==> src/rtl/uart_tx_fifo.sv <==
// UART transmitter: a word FIFO feeding a start/data/parity/stop serialiser.
// One frame bit per Clk period; CTS is sampled only when a frame is about to start.
module uart_tx_fifo #(
  parameter int unsigned DATA_BITS  = 8,
  parameter int unsigned PARITY_BIT = 1,
  parameter int unsigned STOP_BITS  = 2,
  parameter int unsigned FIFO_DEPTH = 8
) (
  input  logic                 Clk,
  input  logic                 Rst,
  input  logic [DATA_BITS-1:0] Tx_Data,
  input  logic                 Write,
  input  logic                 CTS,
  output logic                 Tx,
  output logic                 Tx_Busy,
  output logic                 Tx_Done,
  output logic                 FIFO_Empty,
  output logic                 FIFO_Full,
  output logic                 FIFO_Overflow
);

  localparam int unsigned TX_BITS = 1 + DATA_BITS + PARITY_BIT + STOP_BITS;
  localparam int unsigned AW      = $clog2(FIFO_DEPTH);
  localparam int unsigned IW      = $clog2(TX_BITS);

  localparam logic [AW:0]   DepthCnt = (AW+1)'(FIFO_DEPTH);
  localparam logic [IW-1:0] LastData = IW'(DATA_BITS);
  localparam logic [IW-1:0] LastBit  = IW'(TX_BITS - 1);

  typedef enum logic [2:0] {StIdle, StStart, StData, StParity, StStop} state_e;

  logic [DATA_BITS-1:0] mem [FIFO_DEPTH];
  logic [AW-1:0]        wr_ptr_q, rd_ptr_q;
  logic [AW:0]          count_q, count_d;
  logic                 ovf_q;
  logic                 push, pop;

  state_e               state_q, state_d;
  logic [IW-1:0]        idx_q, idx_d;
  logic [DATA_BITS-1:0] shift_q, shift_d;
  logic                 parity_q, parity_d;
  logic                 tx_q, tx_d;
  logic                 done_q, done_d;

  assign FIFO_Empty    = (count_q == '0);
  assign FIFO_Full     = (count_q == DepthCnt);
  assign FIFO_Overflow = ovf_q;
  assign Tx            = tx_q;
  assign Tx_Done       = done_q;
  assign Tx_Busy       = (state_q != StIdle);

  // A pop frees a slot in the same cycle, so a write into a full FIFO can still land.
  assign push = Write && (!FIFO_Full || pop);

  always_comb begin
    count_d = count_q;
    unique case ({push, pop})
      2'b10:   count_d = count_q + (AW+1)'(1);
      2'b01:   count_d = count_q - (AW+1)'(1);
      default: count_d = count_q;
    endcase
  end

  always_ff @(posedge Clk) begin
    if (push) begin
      mem[wr_ptr_q] <= Tx_Data;
    end
  end

  always_ff @(posedge Clk) begin
    if (!Rst) begin
      wr_ptr_q <= '0;
      rd_ptr_q <= '0;
      count_q  <= '0;
      ovf_q    <= 1'b0;
    end else begin
      if (push) begin
        wr_ptr_q <= wr_ptr_q + AW'(1);
      end
      if (pop) begin
        rd_ptr_q <= rd_ptr_q + AW'(1);
      end
      count_q <= count_d;
      if (Write && !push) begin
        ovf_q <= 1'b1;
      end
    end
  end

  // idx_q is the position within the frame of the bit currently driven on Tx.
  always_comb begin
    state_d  = state_q;
    idx_d    = idx_q + IW'(1);
    shift_d  = shift_q;
    parity_d = parity_q;
    tx_d     = 1'b1;
    pop      = 1'b0;

    unique case (state_q)
      StIdle: begin
        idx_d = '0;
      end
      StStart: begin
        state_d = StData;
        tx_d    = shift_q[DATA_BITS-1];
        shift_d = shift_q << 1;
      end
      StData: begin
        if (idx_q == LastData) begin
          if (PARITY_BIT != 0) begin
            state_d = StParity;
            tx_d    = parity_q;
          end else begin
            state_d = StStop;
          end
        end else begin
          tx_d    = shift_q[DATA_BITS-1];
          shift_d = shift_q << 1;
        end
      end
      StParity: begin
        state_d = StStop;
      end
      StStop: begin
        if (idx_q == LastBit) begin
          state_d = StIdle;
          idx_d   = '0;
        end
      end
      default: begin
        state_d = StIdle;
        idx_d   = '0;
      end
    endcase

    // Frame start uses the registered count, so a word is never sent in its own write cycle.
    if ((state_q == StIdle || (state_q == StStop && idx_q == LastBit)) &&
        count_q != '0 && CTS) begin
      pop      = 1'b1;
      state_d  = StStart;
      idx_d    = '0;
      tx_d     = 1'b0;
      shift_d  = mem[rd_ptr_q];
      parity_d = ^mem[rd_ptr_q];
    end
  end

  assign done_d = (state_d == StStop) && (idx_d == LastBit);

  always_ff @(posedge Clk) begin
    if (!Rst) begin
      state_q  <= StIdle;
      idx_q    <= '0;
      shift_q  <= '0;
      parity_q <= 1'b0;
      tx_q     <= 1'b1;
      done_q   <= 1'b0;
    end else begin
      state_q  <= state_d;
      idx_q    <= idx_d;
      shift_q  <= shift_d;
      parity_q <= parity_d;
      tx_q     <= tx_d;
      done_q   <= done_d;
    end
  end

endmodule

==> config.mk <==
export PLATFORM = sky130hd
export DESIGN_NAME = uart_tx_fifo
export DESIGN_NICKNAME = d
export VERILOG_FILES = /design/src/rtl/uart_tx_fifo.sv
export SDC_FILE = /design/constraint.sdc
export NUM_CORES = 1
export LEC_CHECK = 0
export BUFFER_PORTS_ARGS = -buffer_cell sky130_fd_sc_hd__buf_2
export CAP_MARGIN = 10
export CORE_UTILIZATION = 60
export CTS_CLUSTER_SIZE = 40
export DETAILED_ROUTE_END_ITERATION = 10
export PLACE_DENSITY = 0.78
export SKIP_LAST_GASP = 1
export SYNTH_ARGS = -nofsm -noshare
export SYNTH_HDL_FRONTEND = slang
export SYNTH_SLANG_ARGS = --single-unit
==> constraint.sdc <==
create_clock -name Clk -period 3.5 [get_ports Clk]
set_clock_uncertainty 0.2 [all_clocks]
set_input_delay 0.35 -clock Clk [delete_from_list [all_inputs] [get_ports Clk]]
set_output_delay 0.35 -clock Clk [all_outputs]
set_load 0.01 [all_outputs]
==> metrics.md <==
| Metric | Value |
|---|---|
| Outcome | `finished clean` |
| Syn Inst Count | `267` |
| Async SR Flop Fraction | `0%` |
| Port bufs | `17` |
| Fin. max-slew vios | `0` |
| Rel. slew slack | `49.7%` |
| Reg2Reg Setup Slack | `0.77 ns` |
| GP Congestion | `0.723` |
| Synth unique cells | `46` |
| Unrepaired setup endpoints after global routing | `no` |
| Hold Vio Cnt, Final | `0` |
| Crit path cell chain | `or3b_2, a211oi_1, nand2b_1, inv_1, ha_1, a21o_1, a21oi_1, nand3b_1, o31ai_1, xor2_1, and2_1` |
| I/O pin cnt | `18` |
| P per Cell Area | `665 nW/µm²` |
| Fin cells | `374` |
| CTS tree | `built` |
| Vias in the first global route | `2220` |
| Cell-internal power | `2020 µW` |
| H-Tree Depth | `3` |
| Max-Cap Viols | `0` |
| Leak pwr | `0.00167 µW` |
| Drt total wl | `6.52 mm` |
| Peak supply drop | `0.000420 V` |
| Area delta synth->final | `9.16%` |
| Logic depth of the worst path, buffers included | `11` |
| Combinational power share | `27.4%` |
| GRT Util Overall | `20.9%` |
| Worst Path Max Fanout | `6` |
| Number of routed nets with antenna violations | `0` |
| Clock transition at path regs | `0.11 ns` |
| Sequential element share of the synthesized area | `63.2%` |
| Most used flip-flop cell after synthesis | `edfxtp_1` |
| DP HPWL | `4.38 mm` |
| Slowest stage delay, CP | `0.49 ns` |
| Setup TNS | `0 ns` |
| Reg2reg start | `state_q[1]` |
| Final setup fails | `0` |
| Inserted Clock Buffers | `9` |
| Number of vias per cell | `5.66` |
| Clock buffer depth | `2` |
| Drt initial violations | `91` |
| Post-CTS Resized | `0` |
| Share of layout cells above drive strength 1 | `17.5%` |
| Drt pass-1 iters | `4` |
| Hold buffers post-CTS | `0` |
| Worst Path Required | `3.57 ns` |
| # clock sinks | `96` |
| Ant. Diodes | `0` |
| Mapped cell area | `4060 µm²` |
| Hold Path Class | `in2reg` |
| DIE HEIGHT | `84.2 µm` |
| R2r endpoint | `count_q[3]` |
| Core box area | `6420 µm²` |
| Buf/Inv on CP | `1` |
| # DRC | `0` |
| Clock root buffer master | `clkbuf_8` |
| Largest net degree at the start of global routing | `28` |
| FF-to-FF path depth | `11` |
| NetSw | `921 µW` |
| Num rows | `29` |
| Switching share of power | `31.3%` |
| Crit path capture | `count_q[3]` |
| Crit-path leading delay family | `simple AND/OR/NAND/NOR gates` |
| EDFF count, synth | `64` |
| Warnings, synthesis | `0` |
| Minimum clock period | `2.73 ns` |
| Post-CTS setup buffers | `0` |
| Setup CP Type | `reg2reg` |
| Clock Latency Late Sink | `0.37 ns` |
| Slew @ Worst Pin | `0.752 ns` |
| Mapped Nets | `286` |
| Worst setup SP type | `flop` |
| Wire per inst | `17.4 µm` |
| Seq pwr share | `47.8%` |
| Final period utilization | `78.0%` |
| Width of the die | `84.2 µm` |
| Placed Cells | `358` |
| Nets | `311` |
| Synth Area per Inst | `15.2 µm²` |
| Initial antenna violation count | `0` |
| Crit end category | `flop` |
| Routed vias | `2118` |
| Fmax | `366 MHz` |
| CP max-delay cell | `or3b_2` |
| Initial Util | `63.2%` |
| Die area | `7090 µm²` |
| Total gr overflow | `0` |
| Crit path launch | `state_q[1]` |
| Clk pwr share | `24.8%` |
| Critical path arrival | `2.80 ns` |
| Seq cells post-synth | `96` |
| Global-route wire length before repair | `11.0 mm` |
| Fill cells | `430` |
## worst reg2reg max path: cells and delay by family, from the launching register on
kind                     cells  cell delay (ns)
buffers and inverters        1             0.12
adder cells (fa/ha/maj)      1             0.23
XOR/XNOR                     1             0.09
flip-flops                   1             0.35
AO/OA/AOI/OAI                4             0.72
AND/OR/NAND/NOR              4             0.94
## cell families after synthesis
group | after synthesis | share of synthesized area [%]
muxes | 32 | 14.4
xor gates and xnor gates | 15 | 3.79
DFF | 96 | 63.2
AOI/OAI and AO/OA | 26 | 4.63
adders and majority gates | 7 | 2.34
buffers and inverters | 20 | 2.62
and+or+nand+nor | 71 | 9.07
## worst min-delay path by stage
stage          startpoint         to  depth (start not counted)
2_1_floorplan    idx_q[0]   idx_q[0]                          1
3_3_place_gp     idx_q[0]   idx_q[0]                          1
3_5_place_dp     idx_q[0]   idx_q[0]                          1
4_1_cts        Tx_Data[1]  mem[3][1]                          1
5_1_grt        Tx_Data[4]  mem[0][4]                          1
6_report       Tx_Data[0]  mem[0][0]                          1
## per-stage QoR
stage	hold WS (ns)	utilization [%]	cell area (µm²)	total power (µW)	setup slack [ns]
after detailed placement	0.269	65.8	4230	2240	0.726
final	0.0624	68.9	4430	2940	0.769
after CTS	0.0545	68.9	4430	2960	0.775
after global routing	0.0518	68.9	4430	3110	0.468
after global placement	0.261	65.8	4230	2220	0.802
after floorplan	0.242	-	4060	2070	0.799
## layout by cell type (no fill, tap or decap), types with 2 or more instances in the layout
cell type and count:
o211a_1 6, ha_1 6, mux4_1 14, clkbuf_8 9, xor2_1 5, mux4_2 2, a21boi_0 2, and3_1 5
inv_1 9, nand2b_1 5, buf_2 17, buf_4 8, nor4_1 2, nand3_1 2, dfxtp_1 32, o21ai_0 5
nor2_1 11, nand2_1 21, xnor2_1 8, nand3b_1 4, inv_8 4, mux2i_1 11, nor3_1 5, mux2_2 4
edfxtp_1 64, nor2b_1 6, a21oi_1 5, and2_1 6
## metal layers
metal	global-route usage, %	up-vias	part of all wire [%]
met1	27.2	1029	47
met2	34.4	26	49
met5	0	-	0
met3	5.70	6	2.9
met4	7.05	0	1.2
li1	-	1057	-
## power groups by stage
stage	Combinational (µW)	Clock, µW	Sequential (µW)
2_1_floorplan	661	0	1410
3_3_place_gp	789	0	1430
3_5_place_dp	808	0	1430
4_1_cts	810	740	1410
5_1_grt	897	791	1420
6_report	805	730	1410
## registers in the layout (all words and copies together) (netlist names), named ones only
register and count:
count_q 4, wr_ptr_q 3, state_q 3, FIFO_Overflow 1, Tx_Done 1, Tx 1, idx_q 4, shift_q 8
parity_q 1, mem 64, rd_ptr_q 3
## cell type report
type / instances / area, µm² / share of cell area (%)
clock inverter: 7 / 78.8 / 1.78
inverter: 9 / 33.8 / 0.763
multi-input combinational: 151 / 1390 / 31.3
sequential: 96 / 2560 / 57.9
clock buffer: 9 / 124 / 2.80
tap: 77 / 96.3 / 2.18
timing repair buffer: 25 / 145 / 3.28
## synth_stat cells (5+ instances only)
cell type	instances	area, µm²
edfxtp_1	64	1920
dfxtp_1	32	641
nand2_1	21	78.8
mux4_1	14	368
mux2i_1	11	110
nor2_1	11	41.3
inv_1	9	33.8
xnor2_1	8	70.1
and2_1	6	37.5
ha_1	6	75.1
nor2b_1	6	37.5
o211a_1	6	60.1
a21oi_1	5	25.0
and3_1	5	31.3
clkbuf_1	5	18.8
nand2b_1	5	31.3
nor3_1	5	25.0
o21ai_0	5	25.0
xor2_1	5	43.8
No activity file was read; power rests on OpenSTA's default activity.
